===== src/rtl/noc_ser_pkg.sv =====
// Shared types and default widths for the NoC flit serializer.
package noc_ser_pkg;

  typedef enum logic {IDLE = 1'b0, SEND = 1'b1} ser_state_t;

  localparam int PKT_WIDTH_DEF  = 512;
  localparam int FLIT_WIDTH_DEF = 128;

endpackage


===== src/rtl/flit_shift_reg.sv =====
// Parallel-load, shift-right-by-one-flit register; the low flit is the one on the link.
module flit_shift_reg
  import noc_ser_pkg::*;
#(
  parameter int BIT_WIDTH  = PKT_WIDTH_DEF,
  parameter int FLIT_WIDTH = FLIT_WIDTH_DEF
) (
  input  logic                  clk,
  input  logic                  rst_l,
  input  logic                  load,
  input  logic                  shift,
  input  logic [BIT_WIDTH-1:0]  d,
  output logic [FLIT_WIDTH-1:0] q_low
);

  logic [BIT_WIDTH-1:0] q_r;

  // load wins over shift so a back-to-back reload replaces the drained tail
  always_ff @(posedge clk or negedge rst_l) begin
    if (!rst_l) begin
      q_r <= '0;
    end else if (load) begin
      q_r <= d;
    end else if (shift) begin
      q_r <= q_r >> FLIT_WIDTH;
    end else begin
      q_r <= q_r;
    end
  end

  assign q_low = q_r[FLIT_WIDTH-1:0];

endmodule


===== src/rtl/noc_flit_serializer.sv =====
// Packet-to-flit serializer with head/tail markers on a valid/ready link.
// Optional flit_parity output enabled by defining NOC_FLIT_PARITY_EN.
module noc_flit_serializer
  import noc_ser_pkg::*;
#(
  parameter int BIT_WIDTH  = PKT_WIDTH_DEF,
  parameter int FLIT_WIDTH = FLIT_WIDTH_DEF
) (
  input  logic                  clk,
  input  logic                  rst_l,
  input  logic [BIT_WIDTH-1:0]  pkt_in,
  input  logic                  pkt_valid,
  output logic                  pkt_ready,
  output logic [FLIT_WIDTH-1:0] flit_out,
  output logic                  flit_valid,
  input  logic                  flit_ready,
  output logic                  flit_head,
  output logic                  flit_tail,
  output logic                  busy
`ifdef NOC_FLIT_PARITY_EN
  ,
  output logic                  flit_parity
`endif
);

  localparam int NUM_FLITS = BIT_WIDTH / FLIT_WIDTH;
  localparam int CNT_W     = (NUM_FLITS > 1) ? $clog2(NUM_FLITS) : 1;
  localparam logic [CNT_W-1:0] LAST = CNT_W'(NUM_FLITS - 1);

  if (NUM_FLITS < 2) begin : g_bad_num_flits
    $error("noc_flit_serializer: NUM_FLITS must be >= 2");
  end
  if ((BIT_WIDTH % FLIT_WIDTH) != 0) begin : g_bad_ratio
    $error("noc_flit_serializer: BIT_WIDTH must be a multiple of FLIT_WIDTH");
  end

  ser_state_t       state_r, state_nxt_s;
  logic [CNT_W-1:0] cnt_r, cnt_nxt_s;
  logic             load_s, shift_s, pkt_ready_s;

  // State and flit counter registers
  always_ff @(posedge clk or negedge rst_l) begin
    if (!rst_l) begin
      state_r <= IDLE;
      cnt_r   <= '0;
    end else begin
      state_r <= state_nxt_s;
      cnt_r   <= cnt_nxt_s;
    end
  end

  // Next-state, counter and shift-register control
  always_comb begin
    state_nxt_s = state_r;
    cnt_nxt_s   = cnt_r;
    load_s      = 1'b0;
    shift_s     = 1'b0;
    pkt_ready_s = 1'b0;
    case (state_r)
      IDLE: begin
        pkt_ready_s = 1'b1;
        if (pkt_valid) begin
          load_s      = 1'b1;
          cnt_nxt_s   = '0;
          state_nxt_s = SEND;
        end else begin
          state_nxt_s = IDLE;
        end
      end
      SEND: begin
        if (flit_ready) begin
          if (cnt_r == LAST) begin
            // tail leaves this cycle: accept the next packet with no bubble
            pkt_ready_s = 1'b1;
            if (pkt_valid) begin
              load_s    = 1'b1;
              cnt_nxt_s = '0;
            end else begin
              shift_s     = 1'b1;
              state_nxt_s = IDLE;
            end
          end else begin
            shift_s   = 1'b1;
            cnt_nxt_s = cnt_r + CNT_W'(1);
          end
        end else begin
          state_nxt_s = SEND;
        end
      end
      default: begin
        state_nxt_s = IDLE;
        cnt_nxt_s   = '0;
      end
    endcase
  end

  flit_shift_reg #(
    .BIT_WIDTH  (BIT_WIDTH),
    .FLIT_WIDTH (FLIT_WIDTH)
  ) u_shift (
    .clk   (clk),
    .rst_l (rst_l),
    .load  (load_s),
    .shift (shift_s),
    .d     (pkt_in),
    .q_low (flit_out)
  );

  assign pkt_ready  = pkt_ready_s & rst_l;
  assign flit_valid = (state_r == SEND);
  assign busy       = (state_r == SEND);
  assign flit_head  = (state_r == SEND) && (cnt_r == '0);
  assign flit_tail  = (state_r == SEND) && (cnt_r == LAST);

`ifdef NOC_FLIT_PARITY_EN
  function automatic logic even_parity(input logic [FLIT_WIDTH-1:0] v);
    return ^v;
  endfunction

  // derived only from the flit register, so it holds and resets with flit_out
  assign flit_parity = even_parity(flit_out);
`endif

endmodule


===== config.mk =====
export PLATFORM = sky130hd
export DESIGN_NAME = noc_flit_serializer
export DESIGN_NICKNAME = d
export VERILOG_FILES = /design/src/rtl/noc_ser_pkg.sv /design/src/rtl/flit_shift_reg.sv /design/src/rtl/noc_flit_serializer.sv
export SDC_FILE = /design/constraint.sdc
export NUM_CORES = 1
export LEC_CHECK = 0
export CORE_MARGIN = 2
export CORE_UTILIZATION = 36
export CTS_BUF_LIST = sky130_fd_sc_hd__clkbuf_4
export DETAILED_ROUTE_END_ITERATION = 10
export PLACE_DENSITY = 0.63
export SKIP_CTS_REPAIR_TIMING = 1
export SYNTH_ARGS = -nofsm -noshare
export SYNTH_HDL_FRONTEND = slang
export SYNTH_SLANG_ARGS = --single-unit

===== constraint.sdc =====
create_clock -name clk -period 1.9 [get_ports clk]
set_input_delay 0.57 -clock clk [delete_from_list [all_inputs] [get_ports clk]]
set_output_delay 0.57 -clock clk [all_outputs]
set_load 0.005 [all_outputs]

==> summary.md <==
| Metric | Value |
|---|---|
| Htree depth | 4 |
| Final instance area | 0.04230 mm^2 |
| Syn Area/Cell | 10.57 um^2 |
| First-pass iteration count of the detailed router | 5 |
| Routed len/inst | 22.22 um |
| Synth Area in Compound Gates | 17.32% |
| R2R setup slack | -150 ps |
| First-pass GRT wire length | 160000 um |
| Post-Synth Adder-Cell Area | 0.07900% |
| Crit path time final | 2694 ps |
| Post-route setup TNS | -43020 ps |
| HP Class | primary input to flop |
| Largest family of logic cells by synthesized area | multiplexers |
| DRC errors left | 0 |
| Via count | 26650 |
| WS Path Type | flop to primary output |
| Clock Pin Slew Worst Setup and Hold Paths | 50 ps |
| Share of cells above drive strength 1 | 21.84% |
| Setup Skew | 74.27 ps |
| Core Region | 0.08702 mm^2 |
| Clock Sinks | 515 |
| Number of global-route vias before repair | 26320 |
| Worst Path Max Fanout | 3 |
| Count of cell types in the netlist | 20 |
| Setup WS post-layout | -793.9 ps |
| Worst rel slew slack | 57.04% |
| F_max | 0.3712 GHz |
| Post-Synth XOR/XNOR Area | 0% |
| Leak | 20.16 nW |
| Synth Area in Simple Gates | 7.758% |
| Main flop type after synthesis | dfrtp_1 |
| CP endpoint kind | primary output |
| Worst vdd ir | 0.0005231 V |
| Final count of negative-setup-slack endpoints | 328 |
| Post-route ant nets | 0 |
| Die height | 300.6 um |
| Cell Area, Synth | 0.03167 mm^2 |
| Worst Path Arrival | 2120 ps |
| Longest Clk Path Bufs | 3 |
| Synth cell count leaders | 515 x dfrtp_1, 386 x mux2i_1, 386 x nand2b_1, 385 x a21oi_1, 385 x o22ai_1 |
| Post-synth EDFFs | 0 |
| Top Ports | 649 |
| Die area | 0.09037 mm^2 |
| Nets | 4181 |
| Max Cap Violations | 0 |
| Post-synthesis mux area share | 25.85% |
| Yosys Warn Count | 0 |
| Initial Util | 36.40% |
| Post-Route WL | 110600 um |
| Asr flop ratio synth | 100.0% |
| Top-count cell post-synth | dfrtp_1 |
| Largest net degree at the start of global routing | 128 |
| Area leader, netlist | dfrtp_1 |
| Worst path required time | 1330 ps |
| Violated checks | setup timing |
| Initial antenna violation count | 49 |
| First-iteration detailed-routing DRC count | 1508 |
| Number of CTS-inserted buffers | 154 |
| Part of the cycle the worst path needs | 141.8% |
| Pwr per Cell Area | 1226 mW/mm^2 |
| Final hold vios | 0 |
| RD Place Congestion | 0.8539 |
| Status | finished, violations left |
| Seq cells post-synth | 515 |
| Die width | 300.6 um |
| Dpl ws | -90.20 ps |
| Post-Syn Nets | 3516 |
| Mapped Cells | 2998 |
| Area grow syn2layout | 33.55% |
| Rows | 108 |
| Startpoint types | flop |
| Post-DP HPWL | 73660 um |
| TritonCTS clock tree | built |
| Final Slew Violations | 0 |
| Yosys top cell area share | 40.69% |
| RSZ-0062 raised after global routing | true |
| Worst Tran Pin Value | 644.5 ps |
| Ranking of synthesized cells by area | dfrtp_1 41%, mux2i_1 12%, mux2_1 8.4% |
| Global route overflow | 0 |
| Post-synthesis sequential area ratio | 40.69% |
| Clk_lat worst skew | 1060 ps |
| Vias per cell | 5.354 |
| GRT Util Overall | 22.75% |
| Placed Area | 0.03909 mm^2 |
| CTS root buf | clkbuf_4 |
| I/O Buffers | 648 |
## worst paths after layout
| check | depth (start not counted) | startpoint | to |
|---|---|---|---|
| setup / recovery | 5 | cnt_r[1] | pkt_ready |
| hold / removal | 3 | pkt_valid | busy |
| setup reg to reg | 10 | cnt_r[1] | u_shift.q_r[288] |
| hold reg to reg | 1 | u_shift.q_r[437] | u_shift.q_r[437] |
| max in group asynchronous | 4 | rst_l | u_shift.q_r[204] |
| min in group asynchronous | 3 | rst_l | u_shift.q_r[8] |
## sequential cells by signal, indices dropped and copies added (netlist names)
| name | count |
|---|---|
| busy | 1 |
| u_shift.q_r | 512 |
| cnt_r | 2 |
## layer usage
| layer | vias up | part of all wire, % | global-route usage, % |
|---|---|---|---|
| met5 | - | 0.11 | 0 |
| met4 | 18 | 3.6 | 11.42 |
| met3 | 203 | 5.1 | 5.216 |
| met2 | 741 | 48 | 35.84 |
| met1 | 13190 | 43 | 29.33 |
| li1 | 12500 | - | - |
## critical path, cell delays in order (launching register included)
cell	delay, ps
dfrtp_1	400
buf_4	150
ha_4	170
a21boi_4	170
nor2b_2	60
clkbuf_2	110
## power by group
group | switching, mW | internal, mW
sequential | 2.90 | 15.1
clock | 5.22 | 5.67
combinational | 10.3 | 12.7
## placed cells by master, fill, tap and decap left out, types with 2 or more instances in the layout
master           Yosys  layout
dfrtp_1            515     514
clkdlybuf4s50_1      0     512
nand2b_1           386     385
o22ai_1            385     385
a21oi_1            385     385
mux2i_1            386     371
mux2_1             237     237
clkbuf_4             1     231
buf_4              184     152
mux2_2             147     147
a22o_1             130     130
clkbuf_2             0     120
buf_12               0      67
diode_2              0      46
clkinv_1             0      27
clkbuf_16            0      25
buf_6               29      21
mux2i_2              0      14
buf_16               0      14
buf_8                0       8
clkinvlp_4           0       5
inv_2                0       4
inv_1                4       3
nand2_8              0       2
ha_4                 0       2
clkinv_2             0       2
dlygate4sd3_1        0       2
## cell families (layout without fill, tap and decap cells)
logic type                 Yosys count  after routing
AOI/OAI and AO/OA                  901            901
adders and majority gates            2              2
buffers and inverters              418           1196
DFF                                515            515
muxes                              770            770
other                                0             46
and+or+nand+nor                    392            393
## layout make-up
cell class / count / area (um^2)
fill: 8223 / 44720
multi-input combinational: 2066 / 16300
tap: 1155 / 1445
clock buffer: 231 / 1734
antenna: 46 / 115.1
clock inverter: 39 / 198.9
inverter: 4 / 15.01
timing repair buffer: 922 / 9600
sequential: 515 / 12890
## through the flow
stage	utilization (%)	instances	total power [mW]	hold WS [ps]
3_3_place_gp	44.92	4532	39.24	477.9
6_report	48.61	4978	51.86	77.87
2_1_floorplan	-	2998	32.73	274.4
4_1_cts	47.14	4802	50.96	-595.0
3_5_place_dp	44.92	4532	39.80	481.9
5_1_grt	48.60	4974	55.54	13.89
(Power assumes the default switching activity.)
